==> src/rtl/stq_wq_pkg.sv <==
// Shared store-queue package: array geometry and index/data typedefs used by
// the WQ allocator and its pointer sub-module.
package stq_wq_pkg;
    localparam int STQ_DEPTH = 64;
    localparam int STQ_WQW   = 6;
    localparam int STQ_ADW   = 5;

    typedef logic [STQ_WQW-1:0] wq_t;
    typedef logic [STQ_ADW-1:0] adata_t;
endpackage

==> src/rtl/stq_wq_ptr.sv <==
// Modular ring pointer: advances by 0/1/2 with natural power-of-two wrap, or
// loads an absolute value (used for flush rollback of the tail).
module stq_wq_ptr
    import stq_wq_pkg::*;
#(
    parameter int W = STQ_WQW
) (
    input  logic         clk,
    input  logic         rst,
    input  logic [1:0]   adv,
    input  logic         load,
    input  logic [W-1:0] load_val,
    output logic [W-1:0] ptr,
    output logic [W-1:0] ptr_nxt
);
    logic [W-1:0] ptr_q, ptr_d;

    always_comb begin
        ptr_d = ptr_q + {{(W-2){1'b0}}, adv};
        if (load) ptr_d = load_val;
    end

    always_ff @(posedge clk or negedge rst) begin
        if (!rst) ptr_q <= '0;
        else      ptr_q <= ptr_d;
    end

    assign ptr     = ptr_q;
    assign ptr_nxt = ptr_d;
endmodule

==> src/rtl/stq_wq_alloc.sv <==
// Store-queue WQ slot allocator / retire tracker: 2-wide in-order allocation,
// 1-cycle registered array writes, 2-wide retire, flush rollback.
// Optional STQ_WQ_PARTIAL_FLUSH_EN: flush rolls the tail back to flush_WQ.
module stq_wq_alloc
    import stq_wq_pkg::*;
#(
    parameter int DEPTH = STQ_DEPTH,
    parameter int WQW   = STQ_WQW,
    parameter int ADW   = STQ_ADW
) (
    input  logic           clk,
    input  logic           rst,
    input  logic           alloc0_req,
    input  logic [ADW-1:0] alloc0_adata,
    input  logic           alloc1_req,
    input  logic [ADW-1:0] alloc1_adata,
    output logic           alloc_stall,
    output logic [WQW-1:0] alloc0_WQ,
    output logic [WQW-1:0] alloc1_WQ,
    output logic           wrt0_en,
    output logic           wrt1_en,
    output logic [WQW-1:0] wrt0_WQ,
    output logic [WQW-1:0] wrt1_WQ,
    output logic [ADW-1:0] wrt0_adata,
    output logic [ADW-1:0] wrt1_adata,
    input  logic [1:0]     retire_cnt,
    output logic [WQW-1:0] upd0_WQ,
    output logic [WQW-1:0] upd1_WQ,
    output logic           upd0_vld,
    output logic           upd1_vld,
    input  logic           flush,
`ifdef STQ_WQ_PARTIAL_FLUSH_EN
    input  logic [WQW-1:0] flush_WQ,
`endif
    output logic [WQW:0]   free_cnt,
    output logic           full,
    output logic           empty
);
    logic [WQW:0]   count_q, count_d;
    logic [WQW-1:0] head, head_nxt, tail, tail_nxt, tail_load;
    logic [1:0]     nreq, nalloc, ret_clamp, nret, tail_adv;

    logic           wrt0_en_q, wrt0_en_d, wrt1_en_q, wrt1_en_d;
    logic [WQW-1:0] wrt0_WQ_q, wrt0_WQ_d, wrt1_WQ_q, wrt1_WQ_d;
    logic [ADW-1:0] wrt0_adata_q, wrt0_adata_d, wrt1_adata_q, wrt1_adata_d;

`ifdef STQ_WQ_PARTIAL_FLUSH_EN
    assign tail_load = flush_WQ;
`else
    assign tail_load = head_nxt;
`endif

    always_comb begin
        free_cnt    = (WQW+1)'(DEPTH) - count_q;
        nreq        = {1'b0, alloc0_req} + {1'b0, alloc1_req};
        // Stall looks only at the registered count: no credit for same-cycle retire.
        alloc_stall = (WQW+1)'(nreq) > free_cnt;
        nalloc      = alloc_stall ? 2'd0 : nreq;
        ret_clamp   = retire_cnt[1] ? 2'd2 : retire_cnt;
        nret        = ((WQW+1)'(ret_clamp) > count_q) ? count_q[1:0] : ret_clamp;
        tail_adv    = flush ? 2'd0 : nalloc;
        alloc0_WQ   = tail;
        alloc1_WQ   = alloc0_req ? tail + WQW'(1) : tail;

        count_d = count_q + (WQW+1)'(nalloc) - (WQW+1)'(nret);
        if (flush) begin
`ifdef STQ_WQ_PARTIAL_FLUSH_EN
            count_d = {1'b0, flush_WQ - head_nxt};
`else
            count_d = '0;
`endif
        end

        // First granted store always lands on write port 0.
        wrt0_en_d    = !flush && (nalloc != 2'd0);
        wrt1_en_d    = !flush && (nalloc == 2'd2);
        wrt0_WQ_d    = tail;
        wrt1_WQ_d    = tail + WQW'(1);
        wrt0_adata_d = alloc0_req ? alloc0_adata : alloc1_adata;
        wrt1_adata_d = alloc1_adata;
    end

    stq_wq_ptr #(.W(WQW)) u_head (
        .clk(clk), .rst(rst), .adv(nret), .load(1'b0), .load_val('0),
        .ptr(head), .ptr_nxt(head_nxt)
    );

    stq_wq_ptr #(.W(WQW)) u_tail (
        .clk(clk), .rst(rst), .adv(tail_adv), .load(flush), .load_val(tail_load),
        .ptr(tail), .ptr_nxt(tail_nxt)
    );

    always_ff @(posedge clk or negedge rst) begin
        if (!rst) begin
            count_q      <= '0;
            wrt0_en_q    <= 1'b0;
            wrt1_en_q    <= 1'b0;
            wrt0_WQ_q    <= '0;
            wrt1_WQ_q    <= '0;
            wrt0_adata_q <= '0;
            wrt1_adata_q <= '0;
        end else begin
            count_q      <= count_d;
            wrt0_en_q    <= wrt0_en_d;
            wrt1_en_q    <= wrt1_en_d;
            wrt0_WQ_q    <= wrt0_WQ_d;
            wrt1_WQ_q    <= wrt1_WQ_d;
            wrt0_adata_q <= wrt0_adata_d;
            wrt1_adata_q <= wrt1_adata_d;
        end
    end

    assign wrt0_en    = wrt0_en_q;
    assign wrt1_en    = wrt1_en_q;
    assign wrt0_WQ    = wrt0_WQ_q;
    assign wrt1_WQ    = wrt1_WQ_q;
    assign wrt0_adata = wrt0_adata_q;
    assign wrt1_adata = wrt1_adata_q;
    assign upd0_WQ    = head;
    assign upd1_WQ    = head + WQW'(1);
    assign upd0_vld   = count_q != '0;
    assign upd1_vld   = count_q > (WQW+1)'(1);
    assign full       = count_q == (WQW+1)'(DEPTH);
    assign empty      = count_q == '0;
endmodule

==> config.mk <==
export PLATFORM = sky130hd
export DESIGN_NAME = stq_wq_alloc
export DESIGN_NICKNAME = d
export VERILOG_FILES = /design/src/rtl/stq_wq_pkg.sv /design/src/rtl/stq_wq_ptr.sv /design/src/rtl/stq_wq_alloc.sv
export SDC_FILE = /design/constraint.sdc
export NUM_CORES = 1
export LEC_CHECK = 0
export BUFFER_PORTS_ARGS = -buffer_cell sky130_fd_sc_hd__buf_2
export CAP_MARGIN = 40
export CELL_PAD_IN_SITES_DETAIL_PLACEMENT = 1
export CELL_PAD_IN_SITES_GLOBAL_PLACEMENT = 1
export CORE_UTILIZATION = 40
export CTS_BUF_LIST = sky130_fd_sc_hd__clkbuf_4 sky130_fd_sc_hd__clkbuf_8
export CTS_CLUSTER_SIZE = 25
export DETAILED_ROUTE_END_ITERATION = 8
export GPL_TIMING_DRIVEN = 1
export PLACE_DENSITY_LB_ADDON = 0.1
export SLEW_MARGIN = 0
export SYNTH_ARGS = -nofsm -noshare
export SYNTH_HDL_FRONTEND = slang
export SYNTH_SLANG_ARGS = --single-unit
==> constraint.sdc <==
create_clock -name clk -period 4.6 [get_ports clk]
set_input_delay 0.23 -clock clk [delete_from_list [all_inputs] [get_ports clk]]
set_output_delay 0.23 -clock clk [all_outputs]
set_load 0.005 [all_outputs]
==> flow_metrics.env <==
export IMPL_initial_core_util_pct=41.87
export IMPL_syn_area_per_cell_um2=10.79
export IMPL_die_h_um=80.96
export IMPL_fin_nets=354
export IMPL_hold_class="in -> reg"
export IMPL_syn2layout_area_growth_pct=23.23
export IMPL_synthSimpleGateAreaFrac_pct=12.24
export IMPL_ys_ff_latch=43
export IMPL_yosys_top_cells_area="dfrtp_1 43%, ha_1 13%, xnor2_1 7.0%, mux2_2 4.1%, inv_1 3.3%"
export IMPL_r2r_start="count_q[0]$_DFF_PN0_"
export IMPL_synth_edf_count=0
export IMPL_outcome="finished, final reports clean"
export IMPL_seqPwrFrac_pct=31.6
export IMPL_async_flop_share_pct=100.0
export IMPL_arrival_ns=4.38
export IMPL_clockRootBuffer="clkbuf_8"
export IMPL_yosysMostFrequentCell="dfrtp_1"
export IMPL_clk_pin_slew_ns=0.08
export IMPL_detailedPlace_worstSlack_ns=0.3801
export IMPL_drive_gt1_share_pct=32.47
export IMPL_io_pins=77
export IMPL_synth_compound_area_share_pct=8.881
export IMPL_cp_endpoint="count_q[6]$_DFF_PN0_"
export IMPL_critPathKind="reg -> reg"
export IMPL_first_global_vias=1888
export IMPL_num_antenna_cells=0
export IMPL_crit_chain="inv_1 > ha_1 > inv_1 > ha_1 > nand2b_1 > a221o_1 > nor4_2 > a21boi_1 > fa_1 > inv_1 > fa_1 > nor2b_1 > o21bai_1 > a211o_1 > o211ai_1"
export IMPL_internal_power_uw=1267
export IMPL_synthXorXnorAreaFrac_pct=9.483
export IMPL_cts_buffers=5
export IMPL_cp_startpoint="count_q[0]$_DFF_PN0_"
export IMPL_layout_min_cycle_time_ns=4.175
export IMPL_gp_congestion=0.7512
export IMPL_route_vias_total=1907
export IMPL_fp_row_count=28
export IMPL_ys_seq_area_share_pct=43.15
export IMPL_port_buffers=76
export IMPL_slowest_stage="fa_1"
export IMPL_core_area_um2=5956
export IMPL_max_slew_margin_pct=60.43
export IMPL_synthAdderAreaFrac_pct=16.26
export IMPL_postCtsSetupBuffers=0
export IMPL_syn_instance_count=231
export IMPL_final_max_slew_viol_count=0
export IMPL_critPathMaxFanout=8
export IMPL_switchingPower_uw=929.7
export IMPL_clockPowerShare_pct=13.3
export IMPL_viasPerCell=4.979
export IMPL_final_core_util_pct=51.60
export IMPL_crit_top_cell="inv_1"
export IMPL_synth_top_family_by_area="adder cells"
export IMPL_final_setup_viol_count=0
export IMPL_cp_required_ns=4.81
export IMPL_grt_overflow_total=0
export IMPL_critPathMaxStageDelay_ns=0.54
export IMPL_final_seq_area_um2=1076
export IMPL_dieWidth_um=80.96
export IMPL_grt_setup_unrepaired="false"
export IMPL_synth_common_cells="43 x dfrtp_1, 26 x ha_1, 22 x inv_1"
export IMPL_drt_iter0_markers=24
export IMPL_synth_distinct_cells=46
export IMPL_syn_nets=278
export IMPL_hold_viol=0
export IMPL_r2r_cells=15
export IMPL_cts_max_level=2
export IMPL_fillers=698
export IMPL_vdd_drop_max_mv=0.3078
export IMPL_period_share_pct=90.75
export IMPL_routed_wl_mm=5.619
export IMPL_powerDensity_nw_per_um2=715.0
export IMPL_fin_ws_ns=0.4253
export IMPL_wl_per_cell_um=14.67
export IMPL_p_leak_uw=0.001508
export IMPL_die_area_um2=6554
export IMPL_cts_sinks=43
export IMPL_yosysTopAreaCellShare_pct=43.15
export IMPL_drc=0
export IMPL_timing_fmax_mhz=239.5
export IMPL_clockBufferDepth=2
export IMPL_fin_skew_ns=0.008273
export IMPL_p_total_uw=2197
export IMPL_multi_input_area_um2=1290
export IMPL_antenna_found_initial=0
export IMPL_synth_top_area_cell="dfrtp_1"
export IMPL_worst_skew_pair_late_latency_ns=0.29
export IMPL_drt_first_pass_iters=4
export IMPL_dp_hpwl_mm=4.508
export IMPL_startpoint_type="flip-flop"
export IMPL_combPwrFrac_pct=55.2
export IMPL_drtAntennaViolNets=0
export IMPL_grt_pass1_wl_mm=9.294
export IMPL_ff2ff_setup_slack_ns=0.43
export IMPL_critPathCaptureType="flip-flop"
export IMPL_p_sw_share_pct=42.31
export IMPL_yosys_most_used_dff="dfrtp_1"
export IMPL_rr_endpoint="count_q[6]$_DFF_PN0_"
export IMPL_worst_slew_pin_slew_ns=0.5894
export IMPL_track_usage_pct=18.97
export IMPL_synthMuxAreaShare_pct=4.867
export IMPL_synth_warnings=0
export IMPL_grt_max_degree=28
export IMPL_cap_violations=0
export IMPL_final_area_um2=3073
export IMPL_tns_ns=0
export IMPL_syn_area_um2=2494
export IMPL_cts_resized=0
export IMPL_cts_tree="yes"
export IMPL_placed_area_um2=2950
-- logic make-up after synthesis --
family	after synthesis
simple gates	55
flops	43
buf+inv	33
compound gates	32
fa+ha+maj	30
xor+xnor	27
mux	11
-- metrics by stage --
step                instances  hold slack (ns)
finish                    383          0.05218
CTS                       383          0.04363
global placement          373           0.3495
detailed placement        374           0.1790
floorplan                 231         -0.06559
global route              383          0.03769
-- sequential cells by signal (all words and copies together), names as in the netlist --
register and cells:
u_tail.ptr 6, wrt1_WQ 6, wrt0_en 1, wrt0_adata 5, count_q 7, u_head.ptr 6
wrt0_WQ 6, wrt1_en 1, wrt1_adata 5
-- worst max-delay path, delay by kind of cell (launching register included) --
family	cells	cell delay, ns
and+or+nand+nor	3	0.76
DFF	1	0.53
adders and majority gates	4	1.56
buffers and inverters	3	0.22
AOI/OAI and AO/OA	5	1.03
-- layout make-up --
cell class | instances | share of cell area (%)
well taps | 75 | 3.054
flip-flops and latches | 43 | 35.02
repair buffers | 78 | 13.36
inverters | 24 | 2.932
clock buffers | 5 | 2.239
multi-input cells | 155 | 41.98
clock inverters | 3 | 1.425
-- metal layers --
layer  vias up  track usage (%)  wire length, um
met2        37            33.36             3009
met3         8            3.820              206
met5         -                0                0
li1        941                -                -
met1       921            22.83             2314
met4         0            6.786               90
-- power groups by stage --
| stage | registers [uW] | logic, uW | clock network (uW) |
|---|---|---|---|
| 6_report | 694 | 1210 | 291 |
| 5_1_grt | 728 | 1390 | 314 |
| 4_1_cts | 698 | 1240 | 299 |
| 3_5_place_dp | 707 | 1230 | 0 |
| 3_3_place_gp | 702 | 1190 | 0 |
| 2_1_floorplan | 646 | 813 | 0 |
-- worst min path at each step --
stage / start / endpoint / slack [ns] / cells after the start
6_report: alloc1_adata[1] / wrt1_adata[1]$_DFF_PN0_ / 0.05 / 1
5_1_grt: alloc1_adata[2] / wrt1_adata[2]$_DFF_PN0_ / 0.04 / 1
4_1_cts: alloc1_adata[3] / wrt1_adata[3]$_DFF_PN0_ / 0.04 / 1
3_5_place_dp: rst / wrt0_WQ[1]$_DFF_PN0_ / 0.18 / 1
3_3_place_gp: alloc1_adata[3] / wrt1_adata[3]$_DFF_PN0_ / 0.35 / 1
2_1_floorplan: rst / count_q[0]$_DFF_PN0_ / -0.07 / 0
-- what timing repair did --
item	in CTS	in global routing
endpoints found under the setup margin	0	0
hold buffers	1	0
hold endpoints to repair	16	0
-- cells in the final DEF, fill, tap and decap left out, types with 4 or more instances in the layout --
master / count
a21oi_1: 6
buf_2: 76
clkbuf_8: 5
dfrtp_1: 43
fa_1: 4
ha_1: 26
inv_1: 22
mux2_2: 9
nand2_1: 11
nand3_1: 10
nor2_1: 10
nor2b_1: 4
o21ai_0: 6
xnor2_1: 20
xor2_1: 7
Power figures use the tool's default switching activity.
